==> config.mk <==
export PLATFORM = sky130hd
export DESIGN_NAME = noc_out_arbiter
export DESIGN_NICKNAME = d
export VERILOG_FILES = /design/src/rtl/noc_out_arbiter.sv
export SDC_FILE = /design/constraint.sdc
export NUM_CORES = 1
export LEC_CHECK = 0
export CAP_MARGIN = 10
export CORE_MARGIN = 2
export CORE_UTILIZATION = 37
export CTS_BUF_LIST = sky130_fd_sc_hd__clkbuf_8
export CTS_CLUSTER_SIZE = 10
export DETAILED_ROUTE_END_ITERATION = 8
export PLACE_DENSITY = 0.82
export SLEW_MARGIN = 20
export SYNTH_ARGS = -nofsm -noshare
export SYNTH_HDL_FRONTEND = slang
export SYNTH_SLANG_ARGS = --single-unit
export TNS_END_PERCENT = 30
==> constraint.sdc <==
create_clock -name clk -period 4.4 [get_ports clk]
set_input_delay 0.88 -clock clk [delete_from_list [all_inputs] [get_ports clk]]
set_output_delay 0.88 -clock clk [all_outputs]
set_load 0.05 [all_outputs]
==> src/rtl/noc_out_arbiter.sv <==
// noc_out_arbiter
// -----------------------------------------------------------------------------
// Output-port allocator for one router output. Input ports whose head flit is
// routed here compete round-robin. Once a head flit wins, that input keeps the
// output until its tail flit has passed (wormhole lock). The selected flit is
// popped from its input FIFO and written into a one-entry output register.
//
// Optional build macro: NOC_ARB_PROTO_CHECK_EN enables the sticky protocol
// checker behind proto_err_o. Without the macro, proto_err_o is tied low.
//
// Ports:
//   clk          clock
//   rst          synchronous, active-high reset
//   in_valid     per-input FIFO non-empty
//   in_req       per-input: head-of-FIFO flit is routed to this output
//   in_data      head-of-FIFO flits; input i at [i*FLIT_W +: FLIT_W]
//   shift_o      per-input pop strobe (one-hot or zero, combinational)
//   out_data     registered output flit
//   out_valid    out_data is valid
//   out_ready    downstream accepts out_data this cycle
//   locked_o     a packet is in progress
//   grant_o      index of the locked / last granted input
//   proto_err_o  sticky protocol error flag
// Flit format: bit FLIT_W-1 = head, bit FLIT_W-2 = tail.
// -----------------------------------------------------------------------------
module noc_out_arbiter #(
    parameter int NUM_IN = 5,
    parameter int FLIT_W = 16,
    localparam int GW    = (NUM_IN > 1) ? $clog2(NUM_IN) : 1
) (
    input  logic                     clk,
    input  logic                     rst,
    input  logic [NUM_IN-1:0]        in_valid,
    input  logic [NUM_IN-1:0]        in_req,
    input  logic [NUM_IN*FLIT_W-1:0] in_data,
    output logic [NUM_IN-1:0]        shift_o,
    output logic [FLIT_W-1:0]        out_data,
    output logic                     out_valid,
    input  logic                     out_ready,
    output logic                     locked_o,
    output logic [GW-1:0]            grant_o,
    output logic                     proto_err_o
);

    typedef enum logic [0:0] {
        ST_IDLE   = 1'b0,
        ST_LOCKED = 1'b1
    } state_t;

    state_t              state_q, state_d;
    logic [GW-1:0]       rr_ptr_q, rr_ptr_d;
    logic [GW-1:0]       grant_q, grant_d;
    logic [FLIT_W-1:0]   out_data_q, out_data_d;
    logic                out_valid_q, out_valid_d;

    logic [NUM_IN-1:0]   eligible_s;
    logic [NUM_IN-1:0]   head_s;
    logic [NUM_IN-1:0]   cand_s;
    logic                space_s;
    logic                hi_found_s, pick_found_s;
    logic [GW-1:0]       hi_idx_s, lo_idx_s, pick_idx_s;
    logic [GW-1:0]       sel_idx_s;
    logic [FLIT_W-1:0]   sel_flit_s;
    logic                sel_elig_s;
    logic                xfer_s;

    assign eligible_s = in_valid & in_req;
    assign space_s    = !out_valid_q || out_ready;

    // Extract per-input head flags and the head-flit candidate set.
    always_comb begin
        for (int i = 0; i < NUM_IN; i++) begin
            head_s[i] = in_data[i*FLIT_W + FLIT_W - 1];
        end
        cand_s = eligible_s & head_s;
    end

    // Round-robin pick: lowest candidate at or above rr_ptr, else lowest overall.
    // Scanning downward lets the last hit in each pass be the lowest index.
    always_comb begin
        hi_found_s = 1'b0;
        hi_idx_s   = '0;
        lo_idx_s   = '0;
        for (int i = NUM_IN - 1; i >= 0; i--) begin
            hi_idx_s   = (cand_s[i] && (GW'(i) >= rr_ptr_q)) ? GW'(i) : hi_idx_s;
            hi_found_s = hi_found_s | (cand_s[i] && (GW'(i) >= rr_ptr_q));
            lo_idx_s   = cand_s[i] ? GW'(i) : lo_idx_s;
        end
        pick_found_s = |cand_s;
        pick_idx_s   = hi_found_s ? hi_idx_s : lo_idx_s;
    end

    // Multiplex the flit and eligibility of the currently selected input.
    always_comb begin
        sel_idx_s  = (state_q == ST_LOCKED) ? grant_q : pick_idx_s;
        sel_flit_s = '0;
        sel_elig_s = 1'b0;
        for (int i = 0; i < NUM_IN; i++) begin
            sel_flit_s = (GW'(i) == sel_idx_s) ? in_data[i*FLIT_W +: FLIT_W] : sel_flit_s;
            sel_elig_s = (GW'(i) == sel_idx_s) ? eligible_s[i] : sel_elig_s;
        end
    end

    // Transfer decision, pop strobe and next-state logic.
    // Reset gates the transfer so nothing is popped in the reset cycle.
    always_comb begin
        state_d     = state_q;
        rr_ptr_d    = rr_ptr_q;
        grant_d     = grant_q;
        out_data_d  = out_data_q;
        out_valid_d = out_valid_q;
        case (state_q)
            ST_IDLE:   xfer_s = pick_found_s && space_s && !rst;
            ST_LOCKED: xfer_s = sel_elig_s && space_s && !rst;
            default:   xfer_s = 1'b0;
        endcase
        if (xfer_s) begin
            shift_o = {{(NUM_IN-1){1'b0}}, 1'b1} << sel_idx_s;
        end else begin
            shift_o = '0;
        end
        if (xfer_s) begin
            out_data_d  = sel_flit_s;
            out_valid_d = 1'b1;
            grant_d     = sel_idx_s;
            if (sel_flit_s[FLIT_W-2]) begin
                state_d  = ST_IDLE;
                rr_ptr_d = (sel_idx_s == GW'(NUM_IN - 1)) ? '0 : sel_idx_s + GW'(1);
            end else begin
                state_d  = ST_LOCKED;
            end
        end else if (out_ready) begin
            out_valid_d = 1'b0;
        end else begin
            out_valid_d = out_valid_q;
        end
    end

    // Arbiter state and output register.
    always_ff @(posedge clk) begin
        if (rst) begin
            state_q     <= ST_IDLE;
            rr_ptr_q    <= '0;
            grant_q     <= '0;
            out_data_q  <= '0;
            out_valid_q <= 1'b0;
        end else begin
            state_q     <= state_d;
            rr_ptr_q    <= rr_ptr_d;
            grant_q     <= grant_d;
            out_data_q  <= out_data_d;
            out_valid_q <= out_valid_d;
        end
    end

    assign out_data  = out_data_q;
    assign out_valid = out_valid_q;
    assign locked_o  = (state_q == ST_LOCKED);
    assign grant_o   = grant_q;

`ifdef NOC_ARB_PROTO_CHECK_EN
    logic [3:0]        nh_cnt_q [NUM_IN];
    logic [3:0]        nh_cnt_d [NUM_IN];
    logic              err_q, err_d;
    logic              stale_hit_s;
    logic              head_in_pkt_s;

    // Count consecutive idle cycles each input shows an eligible non-head flit;
    // the 16th such cycle (count already 15) raises the error.
    always_comb begin
        stale_hit_s   = 1'b0;
        head_in_pkt_s = (state_q == ST_LOCKED) && sel_elig_s && sel_flit_s[FLIT_W-1];
        for (int i = 0; i < NUM_IN; i++) begin
            if ((state_q == ST_IDLE) && eligible_s[i] && !head_s[i]) begin
                nh_cnt_d[i] = (nh_cnt_q[i] == 4'd15) ? nh_cnt_q[i] : nh_cnt_q[i] + 4'd1;
                stale_hit_s = stale_hit_s | (nh_cnt_q[i] == 4'd15);
            end else begin
                nh_cnt_d[i] = 4'd0;
            end
        end
        err_d = err_q | head_in_pkt_s | stale_hit_s;
    end

    // Sticky error flag and stale-flit counters.
    always_ff @(posedge clk) begin
        if (rst) begin
            err_q <= 1'b0;
            for (int i = 0; i < NUM_IN; i++) begin
                nh_cnt_q[i] <= 4'd0;
            end
        end else begin
            err_q <= err_d;
            for (int i = 0; i < NUM_IN; i++) begin
                nh_cnt_q[i] <= nh_cnt_d[i];
            end
        end
    end

    assign proto_err_o = err_q;
`else
    assign proto_err_o = 1'b0;
`endif

endmodule
### Word level (Yosys, flattened, before mapping)

Cells that the tools add are included.

* bits in registers: 24
* latch bits: 0
* RAM bits: 0
* bits in read-only memories: 0
* input port bits: 93
* word-level logic and storage cells: 68
* memories: 0

* $add $sub $neg: 1
* multiply operators: 0
* divide/modulo/power cells: 0
* order comparisons: 5
* eq/ne operators: 5
* shift operators: 1
* muxes and demuxes: 28
* bitwise logic cells: 7
* reduce and logical (&&, ||, !) cells: 16

Operator list (count)
* 2-to-1 mux 16 bit: 5
* 2-to-1 mux 3 bit: 13
* bitwise AND 5 bit: 2
* logical AND 1 bit: 9
* 2-to-1 mux 1 bit: 8
* == test 2 x 3 -> 1 bit (first input constant): 2
* >= comparator 1 x 3 -> 1 bit (first input constant): 2
* >= comparator 2 x 3 -> 1 bit (first input constant): 2
* 2-to-1 mux 5 bit: 1
* OR reduction 5 bit: 1
* << shifter 1 x 3 -> 5 bit (first input constant): 1
* OR 1 bit: 4
* adder 3 x 1 -> 3 bit (second input constant): 1
* == test 1 x 3 -> 1 bit (first input constant): 1
* == test 3 bit (first input constant): 1
* == test 3 bit (second input constant): 1
* >= comparator 3 bit (first input constant): 1
* zero test 3 bit: 1
* zero test 1 bit: 2
* one-hot mux 1 bit (2 select lines): 1
* AND reduction 2 bit: 1
* nonzero test 2 bit: 1
* logical OR 1 bit: 1
* NOT 1 bit: 1

### Longest topological paths before layout

* word-level depth: 20
* gate-level depth with buffers: 16

### Worst setup path after synthesis

Ideal clock, no wire load.

* path type: input to output
* from: in in_data[47]
* to: out shift_o[4]
* data arrival time: 3.530 ns
* path slack: -0.010 ns
* cell stages on the path: 13
* path through: and3_1 > a21oi_1 > o211ai_1 > o21ai_0 > a22oi_1 > inv_1 > ha_1 > nand4b_1 > a221oi_1 > o21ai_0 > a31o_2 > clkbuf_1 > nor2_1

* longest elaborated chain between the ends: 17
* elaborated cells on any way between the ends: 31
* those cells by class: eq/ne (4); shift (1); mux (15); bitwise (4); reduce/logical (7)

Ends and longest elaborated chain
* from (decl): line 35 `input logic [NUM_IN*FLIT_W-1:0] in_data,`
* bitwise AND 5 bit *: line 75 `cand_s = eligible_s & head_s;`
* logical AND 1 bit: line 85, 86
* 2-to-1 mux 3 bit or OR 1 bit (tied branches) (3 in series): line 85, 86
* 2-to-1 mux 3 bit *: line 90 `pick_idx_s = hi_found_s ? hi_idx_s : lo_idx_s;`
* 2-to-1 mux 3 bit *: line 95 `sel_idx_s = (state_q == ST_LOCKED) ? grant_q : pick_idx_s;`
* via sel_idx_s[0]: line 62 `logic [GW-1:0] sel_idx_s;`
* zero test 3 bit: line 100 `sel_elig_s = (GW'(i) == sel_idx_s) ? eligible_s[i] : sel_elig_s;`
* 2-to-1 mux 1 bit (5 in series): line 100
* logical AND 1 bit (2 in series): line 114 `ST_LOCKED: xfer_s = sel_elig_s && space_s && !rst;`
* one-hot mux 1 bit (2 select lines): line 112 `case (state_q)`
* 2-to-1 mux 5 bit *: line 117 `if (xfer_s) begin`
* to (decl): line 36 `output logic [NUM_IN-1:0] shift_o,`

The timed path passes the listed nets; every way through them passes the cells marked *.

### Worst setup path in the final report

* from: in in_valid[2]
* to: out shift_o[0]

* longest elaborated chain between the ends: 18
* elaborated cells on any way between the ends: 32
* those cells by class: eq/ne (4); shift (1); mux (15); bitwise (5); reduce/logical (7)

Ends and longest elaborated chain
* from (decl): line 33 `input logic [NUM_IN-1:0] in_valid,`
* bitwise AND 5 bit *: line 67 `assign eligible_s = in_valid & in_req;`
* bitwise AND 5 bit: line 75
* logical AND 1 bit: line 85, 86
* 2-to-1 mux 3 bit or OR 1 bit (tied branches) (3 in series): line 85, 86
* 2-to-1 mux 3 bit: line 90
* 2-to-1 mux 3 bit: line 95
* zero test 3 bit: line 100
* 2-to-1 mux 1 bit (5 in series): line 100
* logical AND 1 bit (2 in series): line 114
* one-hot mux 1 bit (2 select lines): line 112
* 2-to-1 mux 5 bit *: line 117

Every way passes the cells marked *; elsewhere a longest branch is shown, timed or not.

==> summary.txt <==
Die
  • FP Rows: 25
  • Initial core utilization: approximately two fifths
  • Die width: between 70 and 80 µm
  • Die ar.: ~5600 µm²
  • DIE HEIGHT: around 75 µm
  • Core Box Area: 4750 µm²
  • IO Count: between 100 and 150

Setup path
  • WP data required: approximately 3.5 ns
  • Crit path from: in_valid[2]
  • CP startpoint kind: input port
  • Critical path arrival: about 3.4 ns
  • Endpoint class of the critical path: primary output
  • Max Fanout on Critical Path: 4
  • R2R Path End: rr_ptr_q[1]
  • CP Class: input port to primary output
  • R2R setup slack: ~0.64 ns
  • Reg-to-reg startpoint: rr_ptr_q[2]
  • Number of cells on the worst reg-to-reg path: 16

Timing
  • Final hold slack: 0.464 ns
  • Max-slew violations: 0
  • Final setup fails: 0
  • Final hold viol count: 0
  • Fin crit period: between 4 and 5 ns
  • Layout Skew: between 0.009 and 0.01 ns
  • Relative slew slack: approximately 61%
  • Fin crit share: 97.4%
  • RSZ-0062 raised after global routing: false
  • Worst slew pin tran: ~0.59 ns
  • Max Freq: 233 MHz
  • Total negative slack: 0 ns

Finish
  • Fin util: about 75%
  • Nets@finish: 494
  • Area growth, synth to finish: 92.9%
  • Layout cell share with drive strength beyond 1: around 24%
  • Layout Cells excl Fill: around 460
  • Design Area, Final: roughly 3600 µm²
  • Number of diodes: 0

Clock network
  • Clock Sinks: 24
  • Root Driver: clkbuf_8
  • CTS tree: done
  • CTS buffer count: 3
  • Clock Tree Buf Depth: 2
  • Worst-Skew Late Latency: around 0.28 ns
  • H-tree Lvls: 1
  • Hold buffers post-CTS: 0
  • CTS clk-pin slew, worst paths: around 0.090 ns

Global route
  • Largest net degree at the start of global routing: 36
  • First-pass GRT wire length: roughly 12 mm
  • GRT Resource Usage Total: between 20 and 30%
  • Number of global-route vias before repair: about 2400
  • Overflow after GRT: 0
  • Initial antenna violation count: 0

Routing
  • Vias per cell: 5.69
  • Post-Route WL: around 8 mm
  • Initial DRC count: 270
  • TritonRoute pass-1 iters: 5
  • Vias: 2630
  • Wire per inst: ~17 µm
  • DRC viols: 0
  • Antenna Violating Nets Remaining: 0

Synth
  • Mapped cell area: around 1800 µm²
  • Netlist cell types: between 40 and 50
  • Syn Area/Cell: between 7 and 8 µm²
  • Synth Net Count: around 360
  • Flop and latch count out of synthesis: 24
  • Synth warnings: 0
  • Seq/Total Area, Yosys: a little over a quarter
  • Post-synthesis cell count: approximately 260

Hold path
  • Min-Delay Endpoint: out_data[4]
  • Hold wc startpoint: out_data[4]
  • Hold Path Depth: 2
  • Worst hold-check path type: flip-flop to flip-flop

Pwr
  • Peak VDD IR: 0.191 mV
  • Leakage: approximately 0.0014 µW
  • Pwr/cell area: about 340 nW/µm²

Placed design
  • DP HPWL: 5.66 mm
  • RD Place Congestion: ~1.1
  • Buffers on Ports: 118
  • Dpl cells: 451
  • Post-place instance area: 3290 µm²

Job
  • MaxCap Viol Count: 0

Status
  • Status: complete, no violations
-- cell usage after synthesis, drive strengths merged --
| cell | number | area share (%) |
|---|---|---|
| clkinv | 1 | 0.20 |
| o311ai | 1 | 0.48 |
| and2 | 5 | 1.7 |
| nor2 | 5 | 1.2 |
| a21oi | 25 | 6.8 |
| and3 | 3 | 1.0 |
| nand2 | 37 | 7.5 |
| nand3 | 21 | 5.7 |
| nand4 | 1 | 0.34 |
| o32ai | 3 | 1.4 |
| nand2b | 1 | 0.34 |
| ha | 5 | 3.4 |
| a31o | 3 | 1.4 |
| o2bb2ai | 1 | 0.48 |
| or3 | 1 | 0.34 |
| nor3b | 1 | 0.68 |
| o21a | 1 | 0.41 |
| o211ai | 1 | 0.41 |
| a21boi | 1 | 0.41 |
| a21o | 1 | 0.41 |
| dfxtp | 24 | 26 |
| a211oi | 2 | 1.1 |
| nor3 | 4 | 1.1 |
| inv | 8 | 1.8 |
| a221oi | 17 | 8.1 |
| buf | 9 | 3.3 |
| a41oi | 1 | 0.48 |
| and4b | 1 | 0.54 |
| nor2b | 5 | 1.7 |
| a22oi | 16 | 6.8 |
| conb | 1 | 0.20 |
| clkbuf | 15 | 3.1 |
| a31oi | 1 | 0.34 |
| o21ai | 35 | 9.5 |
| nand4b | 1 | 0.48 |
| o41ai | 1 | 0.88 |
-- report_power, final --
group	internal, µW	leakage [µW]	total [µW]	switching, µW
clock	122	0.0000357	204	82.0
combinational	305	0.00112	707	402
sequential	260	0.000197	299	38.8
total	687	0.00135	1210	522
-- stage by stage --
step / power (µW) / worst slack, ns
finish: 1210 / 0.114
global route: 1260 / 0.0475
CTS: 1170 / 0.0158
detailed placement: 945 / -0.371
global placement: 937 / -0.261
floorplan: 671 / 0.0748
-- layer usage --
layer,up-vias,track usage (%),wire (µm)
met4,0,10.9,210
met1,1226,35.5,3360
li1,1242,-,-
met5,-,0,0
met3,24,4.74,486
met2,138,44.0,3910
-- critical path: stages --
cell and delay, ns:
buf_2 0.12, and3_4 0.16, buf_4 0.14, o2bb2ai_4 0.13
a21oi_2 0.14, nor3_2 0.07, a21oi_2 0.17, buf_6 0.16
ha_4 0.13, buf_4 0.10, a31oi_2 0.08, a221oi_2 0.25
o21ai_1 0.10, a31o_2 0.28, nor2_4 0.18, and2_4 0.18
buf_12 0.13
-- cell usage in the layout (no fill, tap or decap), types with 4 or more instances in the layout --
master / count
a21oi_1: 22
a221oi_1: 16
a22oi_1: 14
and2_4: 4
buf_12: 5
buf_4: 35
clkbuf_2: 9
clkdlybuf4s50_1: 98
dfxtp_1: 24
inv_1: 4
nand2_1: 37
nand3_1: 17
nor2b_1: 5
o21ai_0: 29
o21ai_1: 6
-- cells by family (layout without fill, tap and decap cells) --
logic type	count (synthesis)	in the layout	share of synthesized area, %
AOI/OAI and AO/OA	110	110	39.4
adders and majority gates	5	5	3.40
buffers and inverters	33	169	8.29
DFF	24	24	26.1
other	1	1	0.204
and+or+nand+nor	86	86	22.6
-- sequential cells by signal, indices dropped and copies added, names as in the netlist --
signal     count
out_valid      1
out_data      16
locked_o       1
rr_ptr_q       3
grant_o        3
-- timing repair --
item | in CTS | in global routing
endpoints found under the setup margin | 5 | 5
resized for setup | 43 | 39
buffers inserted | 6 | 1
pin swaps | 13 | 17
-- worst max-delay path by stage --
stage,to,depth (start not counted)
CTS,shift_o[3],16
detailed placement,shift_o[0],14
floorplan,shift_o[0],14
finish,shift_o[0],17
global placement,shift_o[0],15
global route,shift_o[0],17
-- final cells by class --
| cell class | count | area [µm²] |
|---|---|---|
| flip-flops and latches | 24 | 480 |
| clock buffers | 3 | 41.3 |
| well taps | 67 | 83.8 |
| inverters | 9 | 38.8 |
| clock inverters | 1 | 30.0 |
| repair buffers | 156 | 1490 |
| multi-input cells | 202 | 1390 |
| fillers | 371 | 1200 |
No activity file was read; power rests on OpenSTA's default activity.
